--- config.mk ---
export PLATFORM = sky130hd
export DESIGN_NAME = ram_arbiter_flat
export DESIGN_NICKNAME = d
export VERILOG_FILES = /design/src/rtl/ram_arbiter_if.sv /design/src/rtl/ram_arbiter.sv /design/src/flat_wrapper.sv
export SDC_FILE = /design/constraint.sdc
export NUM_CORES = 1
export LEC_CHECK = 0
export CORE_MARGIN = 10
export CORE_UTILIZATION = 30
export DETAILED_ROUTE_END_ITERATION = 10
export DONT_BUFFER_PORTS = 1
export SYNTH_ARGS = -nofsm -noshare
export SYNTH_HDL_FRONTEND = slang
export SYNTH_SLANG_ARGS = --single-unit
--- constraint.sdc ---
create_clock -name clk -period 2.3 [get_ports clk]
set_input_delay 0.69 -clock clk [delete_from_list [all_inputs] [get_ports clk]]
set_output_delay 0.69 -clock clk [all_outputs]
set_load 0.005 [all_outputs]
--- src/rtl/ram_arbiter_if.sv ---
// Bundle of every signal between the two requesters, the arbiter and the RAM.
// The arbiter uses the slave view; requesters and the RAM side use the master view.
interface ram_arbiter_if #(
  parameter int AW = 16,
  parameter int DW = 24
);
  // requester 0
  logic          req0;
  logic          we0;
  logic [AW-1:0] addr0;
  logic [DW-1:0] wdata0;
  logic          ack0;
  logic          rvalid0;
  logic [DW-1:0] rdata0;
  // requester 1
  logic          req1;
  logic          we1;
  logic [AW-1:0] addr1;
  logic [DW-1:0] wdata1;
  logic          ack1;
  logic          rvalid1;
  logic [DW-1:0] rdata1;
  // RAM side
  logic [AW-1:0] ram_addr;
  logic [DW-1:0] ram_wdata;
  logic          ram_we;
  logic          ram_re;
  logic [DW-1:0] ram_rdata;
  // status
  logic          busy;

  modport slave (
    input  req0, we0, addr0, wdata0,
    input  req1, we1, addr1, wdata1,
    input  ram_rdata,
    output ack0, rvalid0, rdata0,
    output ack1, rvalid1, rdata1,
    output ram_addr, ram_wdata, ram_we, ram_re,
    output busy
  );

  modport master (
    output req0, we0, addr0, wdata0,
    output req1, we1, addr1, wdata1,
    output ram_rdata,
    input  ack0, rvalid0, rdata0,
    input  ack1, rvalid1, rdata1,
    input  ram_addr, ram_wdata, ram_we, ram_re,
    input  busy
  );
endinterface

--- src/rtl/ram_arbiter.sv ---
// Two-port round-robin arbiter/sequencer for a single-port synchronous RAM.
// One command in flight at a time: IDLE picks a winner, CMD drives the RAM
// for exactly one cycle, RDWAIT counts out the read latency and captures data.
module ram_arbiter #(
  parameter int AW     = 16,
  parameter int DW     = 24,
  parameter int RD_LAT = 1     // legal 1..4
) (
  input  logic         clk,
  input  logic         rst_n,
  ram_arbiter_if.slave bus
);

  typedef enum logic [1:0] {
    IDLE   = 2'd0,
    CMD    = 2'd1,
    RDWAIT = 2'd2
  } state_t;

  state_t        state_q, state_d;
  logic          port_q, port_d;       // port id of the command in flight
  logic          last_q, last_d;       // last-granted port (round-robin pointer)
  logic          we_q, we_d;
  logic [AW-1:0] addr_q, addr_d;
  logic [DW-1:0] wdata_q, wdata_d;
  logic [2:0]    cnt_q, cnt_d;         // read latency countdown
  logic          rvalid0_q, rvalid0_d;
  logic          rvalid1_q, rvalid1_d;
  logic [DW-1:0] rdata0_q, rdata0_d;
  logic [DW-1:0] rdata1_q, rdata1_d;

  logic          ack0, ack1;
  logic          ram_we, ram_re;
  logic          gnt_valid;
  logic          gnt;

  // Next-state, grant selection and CMD-cycle strobes
  always_comb begin
    state_d   = state_q;
    port_d    = port_q;
    last_d    = last_q;
    we_d      = we_q;
    addr_d    = addr_q;
    wdata_d   = wdata_q;
    cnt_d     = cnt_q;
    rdata0_d  = rdata0_q;
    rdata1_d  = rdata1_q;
    rvalid0_d = 1'b0;
    rvalid1_d = 1'b0;
    ack0      = 1'b0;
    ack1      = 1'b0;
    ram_we    = 1'b0;
    ram_re    = 1'b0;
    gnt_valid = 1'b0;
    gnt       = 1'b0;

    case (state_q)
      IDLE: begin
        // Contention goes to the port that did not win last time
        if (bus.req0 && bus.req1) begin
          gnt_valid = 1'b1;
          gnt       = ~last_q;
        end else if (bus.req0) begin
          gnt_valid = 1'b1;
          gnt       = 1'b0;
        end else if (bus.req1) begin
          gnt_valid = 1'b1;
          gnt       = 1'b1;
        end

        if (gnt_valid) begin
          port_d  = gnt;
          last_d  = gnt;
          we_d    = gnt ? bus.we1    : bus.we0;
          addr_d  = gnt ? bus.addr1  : bus.addr0;
          wdata_d = gnt ? bus.wdata1 : bus.wdata0;
          state_d = CMD;
        end
      end

      CMD: begin
        ack0   = ~port_q;
        ack1   = port_q;
        ram_we = we_q;
        ram_re = ~we_q;
        if (we_q) begin
          state_d = IDLE;
        end else begin
          state_d = RDWAIT;
          cnt_d   = 3'(RD_LAT);
        end
      end

      RDWAIT: begin
        cnt_d = cnt_q - 3'd1;
        // RAM output is valid in the cycle the countdown reaches 1
        if (cnt_q == 3'd1) begin
          state_d = IDLE;
          if (port_q) begin
            rdata1_d  = bus.ram_rdata;
            rvalid1_d = 1'b1;
          end else begin
            rdata0_d  = bus.ram_rdata;
            rvalid0_d = 1'b1;
          end
        end
      end

      default: state_d = IDLE;
    endcase
  end

  // State and datapath registers; pointer resets to 1 so port 0 wins first
  always_ff @(posedge clk or negedge rst_n) begin
    if (!rst_n) begin
      state_q   <= IDLE;
      port_q    <= 1'b0;
      last_q    <= 1'b1;
      we_q      <= 1'b0;
      addr_q    <= '0;
      wdata_q   <= '0;
      cnt_q     <= 3'd0;
      rvalid0_q <= 1'b0;
      rvalid1_q <= 1'b0;
      rdata0_q  <= '0;
      rdata1_q  <= '0;
    end else begin
      state_q   <= state_d;
      port_q    <= port_d;
      last_q    <= last_d;
      we_q      <= we_d;
      addr_q    <= addr_d;
      wdata_q   <= wdata_d;
      cnt_q     <= cnt_d;
      rvalid0_q <= rvalid0_d;
      rvalid1_q <= rvalid1_d;
      rdata0_q  <= rdata0_d;
      rdata1_q  <= rdata1_d;
    end
  end

  // RAM address/data are the latched command, so they hold between commands
  assign bus.ram_addr  = addr_q;
  assign bus.ram_wdata = wdata_q;
  assign bus.ram_we    = ram_we;
  assign bus.ram_re    = ram_re;
  assign bus.ack0      = ack0;
  assign bus.ack1      = ack1;
  assign bus.rvalid0   = rvalid0_q;
  assign bus.rvalid1   = rvalid1_q;
  assign bus.rdata0    = rdata0_q;
  assign bus.rdata1    = rdata1_q;
  assign bus.busy      = (state_q != IDLE);

endmodule

--- src/flat_wrapper.sv ---
// flat-port wrapper written by rule: the top's interface ports become plain ports
module ram_arbiter_flat 
#(
  parameter int AW     = 16,
  parameter int DW     = 24,
  parameter int RD_LAT = 1                  
)
  (clk, rst_n, bus_req0, bus_we0, bus_addr0, bus_wdata0, bus_req1, bus_we1, bus_addr1, bus_wdata1, bus_ram_rdata, bus_ack0, bus_rvalid0, bus_rdata0, bus_ack1, bus_rvalid1, bus_rdata1, bus_ram_addr, bus_ram_wdata, bus_ram_we, bus_ram_re, bus_busy);
  ram_arbiter_if #(.AW(AW), .DW(DW)) bus_i ();
  input  logic clk;
  input  logic rst_n;
  input wire logic [$bits(bus_i.req0)-1:0] bus_req0;
  input wire logic [$bits(bus_i.we0)-1:0] bus_we0;
  input wire logic [$bits(bus_i.addr0)-1:0] bus_addr0;
  input wire logic [$bits(bus_i.wdata0)-1:0] bus_wdata0;
  input wire logic [$bits(bus_i.req1)-1:0] bus_req1;
  input wire logic [$bits(bus_i.we1)-1:0] bus_we1;
  input wire logic [$bits(bus_i.addr1)-1:0] bus_addr1;
  input wire logic [$bits(bus_i.wdata1)-1:0] bus_wdata1;
  input wire logic [$bits(bus_i.ram_rdata)-1:0] bus_ram_rdata;
  output wire logic [$bits(bus_i.ack0)-1:0] bus_ack0;
  output wire logic [$bits(bus_i.rvalid0)-1:0] bus_rvalid0;
  output wire logic [$bits(bus_i.rdata0)-1:0] bus_rdata0;
  output wire logic [$bits(bus_i.ack1)-1:0] bus_ack1;
  output wire logic [$bits(bus_i.rvalid1)-1:0] bus_rvalid1;
  output wire logic [$bits(bus_i.rdata1)-1:0] bus_rdata1;
  output wire logic [$bits(bus_i.ram_addr)-1:0] bus_ram_addr;
  output wire logic [$bits(bus_i.ram_wdata)-1:0] bus_ram_wdata;
  output wire logic [$bits(bus_i.ram_we)-1:0] bus_ram_we;
  output wire logic [$bits(bus_i.ram_re)-1:0] bus_ram_re;
  output wire logic [$bits(bus_i.busy)-1:0] bus_busy;
  assign bus_i.req0 = bus_req0;
  assign bus_i.we0 = bus_we0;
  assign bus_i.addr0 = bus_addr0;
  assign bus_i.wdata0 = bus_wdata0;
  assign bus_i.req1 = bus_req1;
  assign bus_i.we1 = bus_we1;
  assign bus_i.addr1 = bus_addr1;
  assign bus_i.wdata1 = bus_wdata1;
  assign bus_i.ram_rdata = bus_ram_rdata;
  assign bus_ack0 = bus_i.ack0;
  assign bus_rvalid0 = bus_i.rvalid0;
  assign bus_rdata0 = bus_i.rdata0;
  assign bus_ack1 = bus_i.ack1;
  assign bus_rvalid1 = bus_i.rvalid1;
  assign bus_rdata1 = bus_i.rdata1;
  assign bus_ram_addr = bus_i.ram_addr;
  assign bus_ram_wdata = bus_i.ram_wdata;
  assign bus_ram_we = bus_i.ram_we;
  assign bus_ram_re = bus_i.ram_re;
  assign bus_busy = bus_i.busy;
  ram_arbiter #(.AW(AW), .DW(DW), .RD_LAT(RD_LAT)) u_core (.clk(clk), .rst_n(rst_n), .bus(bus_i));
endmodule
==> impl_metrics.ini <==
[timing]
drv_slew = 0
hold-worst-slack_ns = 0.03619
fmax_mhz = 504.4
rsz0062_at_grt = no
layout_min_cycle_time_ns = 1.983
period_share_pct = 86.20
final.setup.tns_ns = 0
fin_skew_ns = 0.008909
final_hold_viol_count = 0
tightest_slew_ns = 0.4703
maxSlewHeadroom_pct = 68.64
finalSetupViolCount = 0

[critical_path]
critical_path_arrival_ns = 2.21
r2r_slack_ns = 0.32
critPathTopFamily = simple AND/OR/NAND/NOR gates
critPathKind = reg -> reg
critPathLaunchType = flop
cp-startpoint = u_core.cnt_q[1]$_DFFE_PN0P_
cp_max_fo = 25
slowest_delay_ns = 0.56
critPathCaptureType = flop
crit_buf_inv = 1
slowest_stage = and3_4
rr_startpoint = u_core.cnt_q[1]$_DFFE_PN0P_
path_cells = inv_1, ha_1, nor2b_1, and3_4, mux2_2
crit_required_ns = 2.53

[grt]
grt_pass1_vias = 2600
grt_first_pass_wirelength_um = 16490
track_usage_pct = 9.958
grt_max_degree = 99
overflow = 0
antenna_found_initial = 0

[cts]
cts-root-buf = clkbuf_16
numCtsBuffers = 9
cts_sinks = 98
cts_setup_buffers = 0
cts_tree = built
htreeDepth = 3
cts-root-to-sink-buffers = 2
cts_hold_buf = 0
clk_pin_slew_ns = 0.07
clk_latency_ns = 0.35
cts.repair.resized = 0

[final_layout]
fin_cells = 495
final_core_util_pct = 33.59
drive_above_1_share_pct = 52.46
num_antenna_cells = 0
area_growth_pct = 9.248
final_nets = 391
layout_common_cells = mux2_4 (97), dfrtp_1 (97), mux2_2 (26), clkbuf_16 (9), inv_1 (8)

[synthesis]
async_reset_ff_share_pct = 100.0
ys_seq_area_share_pct = 52.11
ys_ff_latch = 98
avgSynthCellArea_um2 = 16.88
synth_edf_count = 0
synthFlopType = dfrtp_1
netlist_instances = 279
syn_area_um2 = 4708
ys_types = 28
yosysWarnings = 0
synth_fp_nets = 391

[die]
core_um2 = 15310
start_util_pct = 30.74
ios = 205
rows = 45
die_area_um2 = 21100
fp.dieH_um = 145.3
die_x_um = 145.3

[route]
drt-vias-per-instance = 4.570
wl_per_cell_um = 21.49
wl_met3_um = 1741
wl_met1_um = 4081
dr_wl_met2_um = 4667
num_vias = 2262
top_layer = met4
dr.pass1.iters = 4
drt_iter0_markers = 94
drc = 0
wirelength_um = 10640
ant_nets = 0

[job]
drv_cap = 0

[placed_design]
gp_congestion = 0.7212
hpwl_um = 8205
post-place-cells = 479
place.port_buffers = 0

[power]
power_mw = 7.114
pwr_density_cell_nw_per_um2 = 1383
leakagePower_nw = 2.359
vdd_drop_max_v = 0.0003376

[hold_path]
hold_path.class = in -> async

[run_status]
status = completed
[cells by family after synthesis]
| kind of cell | synth area share, % |
|---|---|
| mux | 38.83 |
| flops | 52.11 |
| buf+inv | 4.916 |
| simple gates | 1.887 |
| compound gates | 1.542 |
| fa+ha+maj | 0.5314 |
| xor+xnor | 0.1861 |
[state kept, by name, summed over array words and instances, names as in the netlist]
signal and cells:
u_core.bus.ram_addr 16, u_core.bus.ram_wdata 24, u_core.bus.rdata0 24, u_core.bus.rdata1 24, u_core.bus.rvalid0 1, u_core.bus.rvalid1 1, u_core.cnt_q 3, u_core.last_q 1
u_core.port_q 1, u_core.state_q 2, u_core.we_q 1
[cell type report]
type | instances | area [um^2]
inverter | 8 | 30.03
sequential | 98 | 2454
multi-input combinational | 157 | 2024
fill | 1502 | 10170
tap | 211 | 264.0
clock buffer | 9 | 225.2
clock inverter | 7 | 83.83
timing repair buffer | 5 | 62.56
[worst paths after layout]
path,to,cells after the start
worst min-delay path,u_core.bus.rdata0[0]$_DFFE_PN0P_,0
max in group asynchronous,u_core.last_q$_DFFE_PN1P_,0
min in group clk,u_core.last_q$_DFFE_PN1P_,1
worst min register to register,u_core.bus.rdata1[9]$_DFFE_PN0P_,1
worst max-delay path,u_core.bus.rdata0[2]$_DFFE_PN0P_,5
worst max register to register,u_core.bus.rdata0[2]$_DFFE_PN0P_,5
[Yosys cell counts, types with 2 or more instances]
library cell	count	area, um^2
buf_4	5	37.54
inv_1	8	30.03
buf_6	3	33.78
a21oi_1	4	20.02
ha_1	2	25.02
buf_2	2	10.01
nor2b_1	3	18.77
mux2_4	97	1456
mux2_2	26	292.8
nand2b_1	2	12.51
nor2_1	3	11.26
dfrtp_1	97	2427
mux2_1	7	78.83
buf_12	6	120.1
[routing by layer]
metal	vias to the layer above	global-route usage [%]
li1	980	-
met1	1119	10.86
met2	153	14.56
met3	10	7.141
met4	0	4.095
met5	-	0
[worst reg2reg max path, stage by stage, from the launching register on]
cell     delay [ns]
dfrtp_1        0.38
inv_1          0.10
ha_1           0.14
nor2b_1        0.30
and3_4         0.56
mux2_2         0.40
[where the power goes]
| group | total (mW) | internal [mW] | switching, mW |
|---|---|---|---|
| clock network | 1.55 | 0.862 | 0.692 |
| logic | 2.15 | 1.44 | 0.703 |
| registers | 3.41 | 2.60 | 0.815 |
| total | 7.11 | 4.90 | 2.21 |
[stage by stage]
stage	worst slack (ns)	cell area, um^2
after CTS	0.3149	5144
after floorplan	0.4854	4708
after global placement	0.3838	4835
after detailed placement	0.3178	4835
after global routing	0.1872	5144
final	0.3174	5144
No activity file was read; power rests on OpenSTA's default activity.
